$ cat config.mk
export PLATFORM = sky130hd
export DESIGN_NAME = alu_exec_unit_flat
export DESIGN_NICKNAME = d
export VERILOG_FILES = /design/src/rtl/alu_exec_pkg.sv /design/src/rtl/alu_exec_if.sv /design/src/rtl/alu_op_decode.sv /design/src/rtl/alu_exec_unit.sv /design/src/flat_wrapper.sv
export SDC_FILE = /design/constraint.sdc
export NUM_CORES = 1
export LEC_CHECK = 0
export CAP_MARGIN = 30
export CELL_PAD_IN_SITES_DETAIL_PLACEMENT = 1
export CELL_PAD_IN_SITES_GLOBAL_PLACEMENT = 1
export CORE_ASPECT_RATIO = 1.25
export CORE_MARGIN = 8
export CORE_UTILIZATION = 49
export DETAILED_ROUTE_END_ITERATION = 12
export PLACE_DENSITY = 0.87
export SETUP_SLACK_MARGIN = 0.15
export SLEW_MARGIN = 30
export SYNTH_ARGS = -nofsm -noshare
export SYNTH_HDL_FRONTEND = slang
export SYNTH_SLANG_ARGS = --single-unit
$ cat constraint.sdc
create_clock -name clk -period 8.3 [get_ports clk]
set_clock_uncertainty 0.1 [all_clocks]
set_input_delay 1.66 -clock clk [delete_from_list [all_inputs] [get_ports clk]]
set_output_delay 1.66 -clock clk [all_outputs]
set_load 0.05 [all_outputs]
$ cat src/rtl/alu_exec_pkg.sv
// Shared opcodes, one-hot op-select indices and FSM states for the execute ALU.
// No logic; imported by the decoder, the top level and the bench.
package alu_exec_pkg;

  localparam logic [3:0] OP_ADD  = 4'b0000;
  localparam logic [3:0] OP_SUB  = 4'b1000;
  localparam logic [3:0] OP_SLL  = 4'b0001;
  localparam logic [3:0] OP_SLT  = 4'b0010;
  localparam logic [3:0] OP_SLTU = 4'b0011;
  localparam logic [3:0] OP_XOR  = 4'b0100;
  localparam logic [3:0] OP_SRL  = 4'b0101;
  localparam logic [3:0] OP_SRA  = 4'b1101;
  localparam logic [3:0] OP_OR   = 4'b0110;
  localparam logic [3:0] OP_AND  = 4'b0111;
  localparam logic [3:0] OP_MUL  = 4'b1001;

  localparam int NUM_OPS = 11;

  // Bit positions inside the one-hot op select.
  typedef enum logic [3:0] {
    SEL_ADD, SEL_SUB, SEL_SLL, SEL_SLT, SEL_SLTU, SEL_XOR,
    SEL_SRL, SEL_SRA, SEL_OR, SEL_AND, SEL_MUL
  } op_idx_t;

  typedef enum logic {ST_IDLE, ST_MUL} state_t;

endpackage

$ cat src/rtl/alu_exec_if.sv
// Request/response bundle between operand fetch, the execute ALU and writeback.
// master = producer/consumer side, slave = the ALU.
interface alu_exec_if #(parameter int WIDTH = 16);

  logic             in_valid;
  logic             in_ready;
  logic [3:0]       instruction_bits;
  logic [WIDTH-1:0] a;
  logic [WIDTH-1:0] b;
  logic             out_valid;
  logic             out_ready;
  logic [WIDTH-1:0] result;
  logic             zero;
  logic             carry;
  logic             overflow;
  logic             illegal;
  logic             busy;

  modport master (
    output in_valid, instruction_bits, a, b, out_ready,
    input  in_ready, out_valid, result, zero, carry, overflow, illegal, busy
  );

  modport slave (
    input  in_valid, instruction_bits, a, b, out_ready,
    output in_ready, out_valid, result, zero, carry, overflow, illegal, busy
  );

endinterface

$ cat src/rtl/alu_op_decode.sv
// Purpose: map {funct7[5], funct3} to a one-hot op select plus an illegal flag.
// Latency: combinational.
// Backpressure: none; pure decode.
module alu_op_decode
  import alu_exec_pkg::*;
(
  input  logic [3:0]         instruction_bits,
  output logic [NUM_OPS-1:0] op_sel,
  output logic               illegal
);

  always_comb begin
    op_sel  = '0;
    illegal = 1'b0;
    case (instruction_bits)
      OP_ADD:  op_sel[SEL_ADD]  = 1'b1;
      OP_SUB:  op_sel[SEL_SUB]  = 1'b1;
      OP_SLL:  op_sel[SEL_SLL]  = 1'b1;
      OP_SLT:  op_sel[SEL_SLT]  = 1'b1;
      OP_SLTU: op_sel[SEL_SLTU] = 1'b1;
      OP_XOR:  op_sel[SEL_XOR]  = 1'b1;
      OP_SRL:  op_sel[SEL_SRL]  = 1'b1;
      OP_SRA:  op_sel[SEL_SRA]  = 1'b1;
      OP_OR:   op_sel[SEL_OR]   = 1'b1;
      OP_AND:  op_sel[SEL_AND]  = 1'b1;
      OP_MUL:  op_sel[SEL_MUL]  = 1'b1;
      default: illegal          = 1'b1;
    endcase
  end

endmodule

$ cat src/rtl/alu_exec_unit.sv
// Purpose: handshaked execute-stage ALU, RV32I-style integer ops plus shift-add MUL.
// Latency: 1 cycle for single-cycle and illegal ops, WIDTH cycles for MUL.
// Backpressure: in_ready drops while MUL runs or a held result is not taken.
module alu_exec_unit
  import alu_exec_pkg::*;
#(
  parameter int WIDTH = 16
) (
  input  logic       clk,
  input  logic       rst_n,
  alu_exec_if.slave  io
);

  localparam int SHW = $clog2(WIDTH);
  localparam int CW  = SHW + 1;
  localparam int MSB = WIDTH - 1;
  localparam logic [CW-1:0] CNT_LAST = CW'(WIDTH - 1);
  localparam logic [CW-1:0] CNT_MAX  = CW'(WIDTH);

  state_t             state;
  logic [CW-1:0]      cnt;
  logic [WIDTH-1:0]   mcand, mplier, acc, acc_nxt;
  logic               out_vld;
  logic [WIDTH-1:0]   res_q;
  logic               zero_q, carry_q, ovf_q, ill_q;

  logic [NUM_OPS-1:0] op_sel;
  logic               dec_illegal;
  logic               can_load, accept;
  logic [WIDTH:0]     sum, diff;
  logic [SHW-1:0]     shamt;
  logic [WIDTH-1:0]   alu_res;
  logic               alu_c, alu_o;

  alu_op_decode u_dec (
    .instruction_bits (io.instruction_bits),
    .op_sel           (op_sel),
    .illegal          (dec_illegal)
  );

  assign can_load = !out_vld || io.out_ready;
  assign accept   = io.in_valid && io.in_ready;

  assign sum   = {1'b0, io.a} + {1'b0, io.b};
  assign diff  = {1'b0, io.a} - {1'b0, io.b};
  assign shamt = io.b[SHW-1:0];

  // MUL and illegal opcodes fall through to a zero result here.
  always_comb begin
    alu_res = '0;
    alu_c   = 1'b0;
    alu_o   = 1'b0;
    if (op_sel[SEL_ADD]) begin
      alu_res = sum[WIDTH-1:0];
      alu_c   = sum[WIDTH];
      alu_o   = (io.a[MSB] == io.b[MSB]) && (sum[MSB] != io.a[MSB]);
    end
    if (op_sel[SEL_SUB]) begin
      alu_res = diff[WIDTH-1:0];
      alu_c   = !diff[WIDTH];
      alu_o   = (io.a[MSB] != io.b[MSB]) && (diff[MSB] != io.a[MSB]);
    end
    if (op_sel[SEL_SLL])  alu_res = io.a << shamt;
    if (op_sel[SEL_SRL])  alu_res = io.a >> shamt;
    if (op_sel[SEL_SRA])  alu_res = $signed(io.a) >>> shamt;
    if (op_sel[SEL_SLT])  alu_res = {{(WIDTH-1){1'b0}}, ($signed(io.a) < $signed(io.b))};
    if (op_sel[SEL_SLTU]) alu_res = {{(WIDTH-1){1'b0}}, (io.a < io.b)};
    if (op_sel[SEL_XOR])  alu_res = io.a ^ io.b;
    if (op_sel[SEL_OR])   alu_res = io.a | io.b;
    if (op_sel[SEL_AND])  alu_res = io.a & io.b;
  end

  // Once saturated the multiplier is all zeros, so acc_nxt == acc.
  assign acc_nxt = acc + (mplier[0] ? mcand : '0);

  always_ff @(posedge clk or negedge rst_n) begin
    if (!rst_n) begin
      state   <= ST_IDLE;
      cnt     <= '0;
      mcand   <= '0;
      mplier  <= '0;
      acc     <= '0;
      out_vld <= 1'b0;
      res_q   <= '0;
      zero_q  <= 1'b0;
      carry_q <= 1'b0;
      ovf_q   <= 1'b0;
      ill_q   <= 1'b0;
    end else begin
      case (state)
        ST_IDLE: begin
          if (accept && op_sel[SEL_MUL]) begin
            state   <= ST_MUL;
            cnt     <= '0;
            acc     <= '0;
            mcand   <= io.a;
            mplier  <= io.b;
            out_vld <= 1'b0;
          end else if (accept) begin
            out_vld <= 1'b1;
            res_q   <= alu_res;
            zero_q  <= (alu_res == '0);
            carry_q <= alu_c;
            ovf_q   <= alu_o;
            ill_q   <= dec_illegal;
          end else if (io.out_ready) begin
            out_vld <= 1'b0;
          end
        end
        ST_MUL: begin
          if (cnt != CNT_MAX) begin
            acc    <= acc_nxt;
            mcand  <= mcand << 1;
            mplier <= mplier >> 1;
            cnt    <= cnt + 1'b1;
          end
          // Final iteration loads the output directly, or later once the slot frees.
          if ((cnt == CNT_LAST || cnt == CNT_MAX) && can_load) begin
            state   <= ST_IDLE;
            cnt     <= '0;
            out_vld <= 1'b1;
            res_q   <= acc_nxt;
            zero_q  <= (acc_nxt == '0);
            carry_q <= 1'b0;
            ovf_q   <= 1'b0;
            ill_q   <= 1'b0;
          end else if (io.out_ready) begin
            out_vld <= 1'b0;
          end
        end
        default: state <= ST_IDLE;
      endcase
    end
  end

  assign io.in_ready  = (state == ST_IDLE) && can_load;
  assign io.out_valid = out_vld;
  assign io.result    = res_q;
  assign io.zero      = zero_q;
  assign io.carry     = carry_q;
  assign io.overflow  = ovf_q;
  assign io.illegal   = ill_q;
  assign io.busy      = (state == ST_MUL);

endmodule

$ cat src/flat_wrapper.sv
// flat-port wrapper written by rule: the top's interface ports become plain ports
module alu_exec_unit_flat import alu_exec_pkg::*;
#(
  parameter int WIDTH = 16
)
  (clk, rst_n, io_in_valid, io_instruction_bits, io_a, io_b, io_out_ready, io_in_ready, io_out_valid, io_result, io_zero, io_carry, io_overflow, io_illegal, io_busy);
  alu_exec_if #(.WIDTH(WIDTH)) io_i ();
  input  logic clk;
  input  logic rst_n;
  input wire logic [$bits(io_i.in_valid)-1:0] io_in_valid;
  input wire logic [$bits(io_i.instruction_bits)-1:0] io_instruction_bits;
  input wire logic [$bits(io_i.a)-1:0] io_a;
  input wire logic [$bits(io_i.b)-1:0] io_b;
  input wire logic [$bits(io_i.out_ready)-1:0] io_out_ready;
  output wire logic [$bits(io_i.in_ready)-1:0] io_in_ready;
  output wire logic [$bits(io_i.out_valid)-1:0] io_out_valid;
  output wire logic [$bits(io_i.result)-1:0] io_result;
  output wire logic [$bits(io_i.zero)-1:0] io_zero;
  output wire logic [$bits(io_i.carry)-1:0] io_carry;
  output wire logic [$bits(io_i.overflow)-1:0] io_overflow;
  output wire logic [$bits(io_i.illegal)-1:0] io_illegal;
  output wire logic [$bits(io_i.busy)-1:0] io_busy;
  assign io_i.in_valid = io_in_valid;
  assign io_i.instruction_bits = io_instruction_bits;
  assign io_i.a = io_a;
  assign io_i.b = io_b;
  assign io_i.out_ready = io_out_ready;
  assign io_in_ready = io_i.in_ready;
  assign io_out_valid = io_i.out_valid;
  assign io_result = io_i.result;
  assign io_zero = io_i.zero;
  assign io_carry = io_i.carry;
  assign io_overflow = io_i.overflow;
  assign io_illegal = io_i.illegal;
  assign io_busy = io_i.busy;
  alu_exec_unit #(.WIDTH(WIDTH)) u_core (.clk(clk), .rst_n(rst_n), .io(io_i));
endmodule
# ---- Word-level counts from Yosys, hierarchy flattened
# Index checks and enable logic that the tools add are counted.
dict set report word_totals {
  regBits 75
  inputBits 40
  output_inout_bits 23
  elab_cells 130
}
dict set report classes {
  n_addsub 4
  magnitude_cmp 2
  eq_ne 23
  shifts 3
  n_mux 66
  bitwise_logic 4
  n_reduce_logical 17
}
# cell count
set op_table {}
lappend op_table {{$mux W16} 20}
lappend op_table {{$pmux W16 S2} 4}
lappend op_table {{$logic_not A16 Y1} 2}
lappend op_table {{$lt A16 B16 Y1} 2}
lappend op_table {{$mux W1} 32}
lappend op_table {{$add A16 B16 Y17} 1}
lappend op_table {{$sub A16 B16 Y17} 1}
lappend op_table {{$add A16 B16 Y16} 1}
lappend op_table {{$and A16 B16 Y16} 1}
lappend op_table {{$eq A4 B3 Y1 const B} 4}
lappend op_table {{$or A16 B16 Y16} 1}
lappend op_table {{$shl A16 B4 Y16} 1}
lappend op_table {{$shr A16 B4 Y16} 1}
lappend op_table {{$sshr A16 B4 Y16} 1}
lappend op_table {{$xor A16 B16 Y16} 1}
lappend op_table {{$mux W5} 3}
lappend op_table {{$eq A4 B4 Y1 const B} 3}
lappend op_table {{$pmux W1 S2} 6}
lappend op_table {{$reduce_or A11 Y1} 1}
lappend op_table {{$pmux W5 S2} 1}
lappend op_table {{$eq A4 B2 Y1 const B} 2}
lappend op_table {{$logic_and A1 B1 Y1} 6}
lappend op_table {{$ne A2 B2 Y1 const B} 3}
lappend op_table {{$add A5 B1 Y5 const B} 1}
lappend op_table {{other kinds (14)} 20}

# ---- Logic depth before layout (Yosys ltp)
dict set report logic_depth {
  ltp_word 16
  mapped_depth 15
  depth_no_buf 13
}

# ---- By module
# From an unflattened synthesis, not the netlist that was laid out.
dict set report unflattened {
  hier_cells 1153
  hier_area_um2 9053.7
}
# mod n_inst cells_per_inst area_each_um2 seq_area_each_um2
set modules_own_cells {}
lappend modules_own_cells {alu_exec_unit 1 1134 8957.3 1876.8}
lappend modules_own_cells {alu_op_decode 1 19 96.3 0.0}

# ---- Worst setup path after synthesis
# No wires, ideal clock.
dict set report synth_path {
  path_type {in2reg}
  startpoint {input io_b[2]}
  endpoint {register u_core.zero_q (netlist: u_core.io.zero)}
  setup_ns 0.064
  t_arrival_ns 4.750
  required_ns 8.136
  slack_ns 3.387
  stages 15
  n_path_buf 3
  path_cell_list {clkbuf_1 inv_2 clkbuf_1 buf_1 ha_1 clkinv_1 nand3_1 and2_1 o31a_1 o31ai_1 xnor2_1 a2111oi_0 and4_1 and4_1 a21o_1}
}
dict set report synth_via {
  elab_chain_len 15
  elab_cells_between_ends 24
  classes_between {add/sub (2); order compare (2); shift (3); mux (13); bitwise (3); reduce/logical (1)}
}
# item line_no
set synth_rtl {}
lappend synth_rtl {{start, declared} flat_wrapper.sv:13} ;# input wire logic [$bits(io_i.b)-1:0] io_b;
lappend synth_rtl {{$add A16 B16 Y17} alu_exec_unit.sv:44} ;# assign sum = {1'b0, io.a} + {1'b0, io.b};
lappend synth_rtl {{$mux W16} alu_exec_unit.sv:53} ;# if (op_sel[SEL_ADD]) begin
lappend synth_rtl {{$mux W16} alu_exec_unit.sv:58} ;# if (op_sel[SEL_SUB]) begin
lappend synth_rtl {{$mux W16} alu_exec_unit.sv:63} ;# if (op_sel[SEL_SLL]) alu_res = io.a << shamt;
lappend synth_rtl {{$mux W16} alu_exec_unit.sv:64} ;# if (op_sel[SEL_SRL]) alu_res = io.a >> shamt;
lappend synth_rtl {{$mux W16} alu_exec_unit.sv:65} ;# if (op_sel[SEL_SRA]) alu_res = $signed(io.a) >>> shamt;
lappend synth_rtl {{$mux W16} alu_exec_unit.sv:66} ;# if (op_sel[SEL_SLT]) alu_res = {{(WIDTH-1){1'b0}}, ($signed(io.a) < $signed(io.b))};
lappend synth_rtl {{$mux W16} alu_exec_unit.sv:67} ;# if (op_sel[SEL_SLTU]) alu_res = {{(WIDTH-1){1'b0}}, (io.a < io.b)};
lappend synth_rtl {{$mux W16} alu_exec_unit.sv:68} ;# if (op_sel[SEL_XOR]) alu_res = io.a ^ io.b;
lappend synth_rtl {{$mux W16} alu_exec_unit.sv:69} ;# if (op_sel[SEL_OR]) alu_res = io.a | io.b;
lappend synth_rtl {{$mux W16 *} alu_exec_unit.sv:70} ;# if (op_sel[SEL_AND]) alu_res = io.a & io.b;
lappend synth_rtl {{$logic_not A16 Y1 *} alu_exec_unit.sv:102} ;# zero_q <= (alu_res == '0);
lappend synth_rtl {{$mux W1 *} alu_exec_unit.sv:99} ;# end else if (accept) begin
lappend synth_rtl {{$mux W1 *} alu_exec_unit.sv:92} ;# if (accept && op_sel[SEL_MUL]) begin
lappend synth_rtl {{$pmux W1 S2 *} alu_exec_unit.sv:90} ;# case (state)
lappend synth_rtl {{end signal, assigned} alu_exec_unit.sv:102}
lappend synth_rtl {{end signal, assigned} alu_exec_unit.sv:123} ;# zero_q <= (acc_nxt == '0);
lappend synth_rtl {{end, declared} alu_exec_unit.sv:25} ;# logic zero_q, carry_q, ovf_q, ill_q;
# Mark *: on every way between the ends. The rest lies on a longest branch, timed or not. The select of a mux whose other input is x is not followed.
# A chain may end at the register's enable or synchronous reset.

# ---- Final worst setup path
dict set report layout_path {
  startpoint {input io_a[4]}
  endpoint {register u_core.zero_q (netlist: u_core.io.zero)}
}
dict set report layout_via {
  elab_chain_len 15
  elab_cells_between_ends 24
  classes_between {add/sub (2); order compare (2); shift (3); mux (13); bitwise (3); reduce/logical (1)}
}
# item line_no
set layout_rtl {}
lappend layout_rtl {{start, declared} flat_wrapper.sv:12} ;# input wire logic [$bits(io_i.a)-1:0] io_a;
lappend layout_rtl {{$add A16 B16 Y17} alu_exec_unit.sv:44}
lappend layout_rtl {{$mux W16} alu_exec_unit.sv:53}
lappend layout_rtl {{$mux W16} alu_exec_unit.sv:58}
lappend layout_rtl {{$mux W16} alu_exec_unit.sv:63}
lappend layout_rtl {{$mux W16} alu_exec_unit.sv:64}
lappend layout_rtl {{$mux W16} alu_exec_unit.sv:65}
lappend layout_rtl {{$mux W16} alu_exec_unit.sv:66}
lappend layout_rtl {{$mux W16} alu_exec_unit.sv:67}
lappend layout_rtl {{$mux W16} alu_exec_unit.sv:68}
lappend layout_rtl {{$mux W16} alu_exec_unit.sv:69}
lappend layout_rtl {{$mux W16 *} alu_exec_unit.sv:70}
lappend layout_rtl {{$logic_not A16 Y1 *} alu_exec_unit.sv:102}
lappend layout_rtl {{$mux W1 *} alu_exec_unit.sv:99}
lappend layout_rtl {{$mux W1 *} alu_exec_unit.sv:92}
lappend layout_rtl {{$pmux W1 S2 *} alu_exec_unit.sv:90}
# Marked as above.

==> impl_metrics.sql <==
INSERT INTO impl_metrics (metric_group, metric, value, unit) VALUES
('floorplanning', 'std_cell_rows', '54', ''),
('drt', 'vias_per_cell', '6.92', ''),
('drt', 'detail_route.first_pass.iterations', '5', ''),
('timing', 'timing.final.crit_share', '68.7', '%'),
('clock_network', 'cts.reportedPaths.clkPinSlew', '0.06', 'ns'),
('logic_synthesis', 'synth_top_area_cell', 'sky130_fd_sc_hd__dfrtp_1', ''),
('global_route', 'grt_use_total', '34.4', '%'),
('logic_synthesis', 'synth_nets', '1234', ''),
('layout', 'num-nets-final', '1238', ''),
('timing', 'setup_viol', '0', ''),
('drt', 'route.detailed.wl_per_inst', '28.1', 'um'),
('clock_network', 'clk-insertion-delay-late', '0.35', 'ns'),
('pwr', 'leakagePower', '4.21', 'nW'),
('layout', 'fraction_of_final_layout_cells_sized_beyond_drive_strength_1', '6.73', '%'),
('global_route', 'grt_pass1_vias', '9735', ''),
('layout', 'finish.utilization', '55.8', '%'),
('clock_network', 'postCtsSetupRepairBufs', '0', ''),
('place', 'gp_congestion', '1.05', ''),
('timing', 'rsz0062_at_grt', 'false', ''),
('timing', 'fin_setup_tns', '0', 'ns'),
('drt', 'dr.first_iter.drc_count', '874', ''),
('logic_synthesis', 'synth.cells.most_frequent', 'sky130_fd_sc_hd__nand2_1 (140), sky130_fd_sc_hd__nor2_1 (86), sky130_fd_sc_hd__a21oi_1 (76), sky130_fd_sc_hd__clkbuf_1 (76), sky130_fd_sc_hd__dfrtp_1 (75)', ''),
('drt', 'final_antenna_net_count', '0', ''),
('worst_setup_path', 'setup.worst_path.end_class', 'register', ''),
('logic_synthesis', 'syn-cell-area', '8700', 'um2'),
('timing', 'worst_pin_slew', '0.916', 'ns'),
('timing', 'slew_violations', '0', ''),
('pwr', 'power_density', '234', 'nW/um2'),
('logic_synthesis', 'ys_seq_area_share', '21.6', '%'),
('clock_network', 'postCtsHoldBufs', '0', ''),
('clock_network', 'cts_resized', '0', ''),
('logic_synthesis', 'yosys_most_used_dff', 'sky130_fd_sc_hd__dfrtp_1', ''),
('logic_synthesis', 'synth.distinct_cells', '77', ''),
('global_route', 'grt_start_max_net_pins', '76', ''),
('global_route', 'grt_pass1_wl', '58200', 'um'),
('floorplanning', 'design.portCount', '63', ''),
('logic_synthesis', 'yosys_warnings', '0', ''),
('clock_network', 'cts_num_sinks', '75', ''),
('clock_network', 'tritoncts_clock_tree', 'done', ''),
('timing', 'timing.slew.headroom', '38.5', '%'),
('pwr', 'internal-power', '0.00120', 'W'),
('place', 'numPortBuffers', '62', ''),
('global_route', 'antenna_violations_before_repair', '0', ''),
('layout', 'final.fill_count', '2142', ''),
('job', 'drv_cap', '0', ''),
('pwr', 'net-switching-power', '0.00108', 'W'),
('floorplanning', 'fp.dieH', '165', 'um'),
('worst_setup_path', 'crit_required', '8.48', 'ns'),
('logic_synthesis', 'synth_top_area_share', '21.6', '%'),
('status', 'outcome', 'finished, final reports clean', ''),
('worst_setup_path', 'path_class', 'primary input to register', ''),
('worst_setup_path', 'worst-path-max-fanout', '14', ''),
('floorplanning', 'initial_core_utilization', '49.9', '%'),
('drt', 'route.vias.total', '9357', ''),
('pwr', 'power.share.clock', '19.3', '%'),
('clock_network', 'clock_tree.root_cell', 'sky130_fd_sc_hd__clkbuf_16', ''),
('timing', 'min_period', '5.70', 'ns'),
('drt', 'remaining_drc_errors', '0', ''),
('pwr', 'combPwrFrac', '52.7', '%'),
('pwr', 'ir_drop', '0.0000937', 'V'),
('clock_network', 'cts_inserted_buffers', '9', ''),
('worst_setup_path', 'crit_path_start_kind', 'primary input', ''),
('global_route', 'grt_remaining_overflow', '0', ''),
('layout', 'insertedDiodeCount', '0', ''),
('logic_synthesis', 'synth_async_sr_flop_share', '100', '%'),
('floorplanning', 'core_footprint', '17400', 'um2'),
('logic_synthesis', 'synth.top_cells.by_area', 'sky130_fd_sc_hd__dfrtp_1 (22%), sky130_fd_sc_hd__ha_1 (10%), sky130_fd_sc_hd__mux2i_1 (6.3%)', ''),
('layout', 'relative_area_change_from_synthesis_to_final_layout', '11.8', '%'),
('worst_setup_path', 'ff2ff_setup_slack', '3.86', 'ns'),
('floorplanning', 'dieWidth', '135', 'um'),
('logic_synthesis', 'postSynthCellCount', '1120', '');
==> per-layer routing <==
metal / up-vias / GRT usage [%] / wire length (um) / share of wire (%)
li1: 4094 / - / - / -
met1: 4628 / 39.7 / 14100 / 37
met2: 500 / 58.2 / 18600 / 49
met3: 135 / 5.66 / 2820 / 7.4
met4: 0 / 22.1 / 2540 / 6.7
met5: - / 0 / 0 / 0
==> worst max-delay path: stages <==
cell                              delay, ns
sky130_fd_sc_hd__clkdlybuf4s50_1       0.95
sky130_fd_sc_hd__inv_1                 0.12
sky130_fd_sc_hd__ha_1                  0.50
sky130_fd_sc_hd__nor2_1                0.15
sky130_fd_sc_hd__a2111oi_0             0.74
sky130_fd_sc_hd__nor2_1                0.24
sky130_fd_sc_hd__o21ai_1               0.25
sky130_fd_sc_hd__a21oi_1               0.17
sky130_fd_sc_hd__and3_1                0.22
sky130_fd_sc_hd__nor4_1                0.29
sky130_fd_sc_hd__a21oi_1               0.14
sky130_fd_sc_hd__nor3b_1               0.28
sky130_fd_sc_hd__a21o_1                0.17
==> cells in the final DEF, fill, tap and decap left out, types with 6 or more instances in the layout <==
master                            count
sky130_fd_sc_hd__a211oi_1            14
sky130_fd_sc_hd__buf_4               16
sky130_fd_sc_hd__inv_2                6
sky130_fd_sc_hd__a22o_1               6
sky130_fd_sc_hd__nor3_1              27
sky130_fd_sc_hd__dfrtp_1             74
sky130_fd_sc_hd__o221ai_1            13
sky130_fd_sc_hd__a22oi_1             13
sky130_fd_sc_hd__inv_1               50
sky130_fd_sc_hd__xnor2_1             17
sky130_fd_sc_hd__clkdlybuf4s50_1     58
sky130_fd_sc_hd__mux4_2              20
sky130_fd_sc_hd__nor2_1              86
sky130_fd_sc_hd__nand2b_1            14
sky130_fd_sc_hd__o21bai_1             8
sky130_fd_sc_hd__and3_1               7
sky130_fd_sc_hd__a21o_1               9
sky130_fd_sc_hd__and2_1              19
sky130_fd_sc_hd__o2111ai_1            6
sky130_fd_sc_hd__a31oi_1             11
sky130_fd_sc_hd__o21ai_0             62
sky130_fd_sc_hd__ha_1                71
sky130_fd_sc_hd__nand2_1            140
sky130_fd_sc_hd__mux2i_1             55
sky130_fd_sc_hd__o21a_1              10
sky130_fd_sc_hd__o32ai_1              6
sky130_fd_sc_hd__xor2_1               7
sky130_fd_sc_hd__clkbuf_16            9
sky130_fd_sc_hd__o31ai_1              7
sky130_fd_sc_hd__o21ai_1             44
sky130_fd_sc_hd__nor2b_1             12
sky130_fd_sc_hd__o22ai_1              9
sky130_fd_sc_hd__a21oi_1             75
sky130_fd_sc_hd__o211ai_1            10
sky130_fd_sc_hd__nand3_1             21
==> cell type report <==
class,instances,area [um2],share of cell area (%)
well taps,224,280,2.88
clock inverters,6,87.6,0.900
multi-input cells,903,6310,64.9
inverters,57,214,2.20
flip-flops and latches,75,1880,19.3
repair buffers,78,727,7.47
clock buffers,10,229,2.35
==> state kept, by name, indices dropped and copies added, names as in the netlist <==
name / count
u_core.cnt: 5
u_core.acc: 16
u_core.io.carry: 1
u_core.io.illegal: 1
u_core.mcand: 16
u_core.io.zero: 1
u_core.io.busy: 1
u_core.mplier: 16
u_core.io.overflow: 1
u_core.io.out_valid: 1
u_core.io.result: 16
==> metrics by stage <==
stage | hold WS [ns] | std cells | cell area (um2) | worst slack (ns) | power, W
finish | 0.380 | 1353 | 9730 | 2.60 | 0.00228
global route | 0.399 | 1353 | 9730 | 2.43 | 0.00239
CTS | 0.383 | 1353 | 9720 | 2.74 | 0.00226
detailed placement | 0.370 | 1337 | 9410 | 2.42 | 0.00182
global placement | 0.359 | 1337 | 9400 | 2.56 | 0.00176
floorplan | 0.345 | 1120 | 8700 | 3.39 | 0.00141
==> path summary, 6_finish.rpt <==
check,depth (start not counted),endpoint,startpoint
min in group asynchronous,1,u_core.cnt[2]$_DFFE_PN0P_,rst_n
hold reg to reg,2,u_core.io.result[1]$_DFFE_PN0P_,u_core.io.result[1]$_DFFE_PN0P_
hold / removal,2,u_core.io.result[1]$_DFFE_PN0P_,u_core.io.result[1]$_DFFE_PN0P_
setup reg to reg,11,u_core.io.zero$_DFFE_PN0P_,u_core.mplier[0]$_DFFE_PN0P_
max in group asynchronous,1,u_core.mcand[13]$_DFFE_PN0P_,rst_n
setup / recovery,13,u_core.io.zero$_DFFE_PN0P_,io_a[4]
==> power by group through the flow <==
stage | sequential, W | clock (W) | combinational [W]
global placement | 0.000628 | 0 | 0.00114
global route | 0.000652 | 0.000453 | 0.00129
floorplan | 0.000728 | 0 | 0.000678
detailed placement | 0.000640 | 0 | 0.00118
CTS | 0.000636 | 0.000440 | 0.00119
finish | 0.000638 | 0.000439 | 0.00120
==> cell families after synthesis <==
logic type	count (synthesis)	synth area share, %
flip-flops	75	21.6
multiplexers	83	12.6
AO/OA/AOI/OAI	355	26.4
buffers and inverters	142	6.15
XOR/XNOR	24	2.42
adder cells (fa/ha/maj)	74	10.9
AND/OR/NAND/NOR	367	20.0
Note: power is estimated with default switching activity, not from simulation.
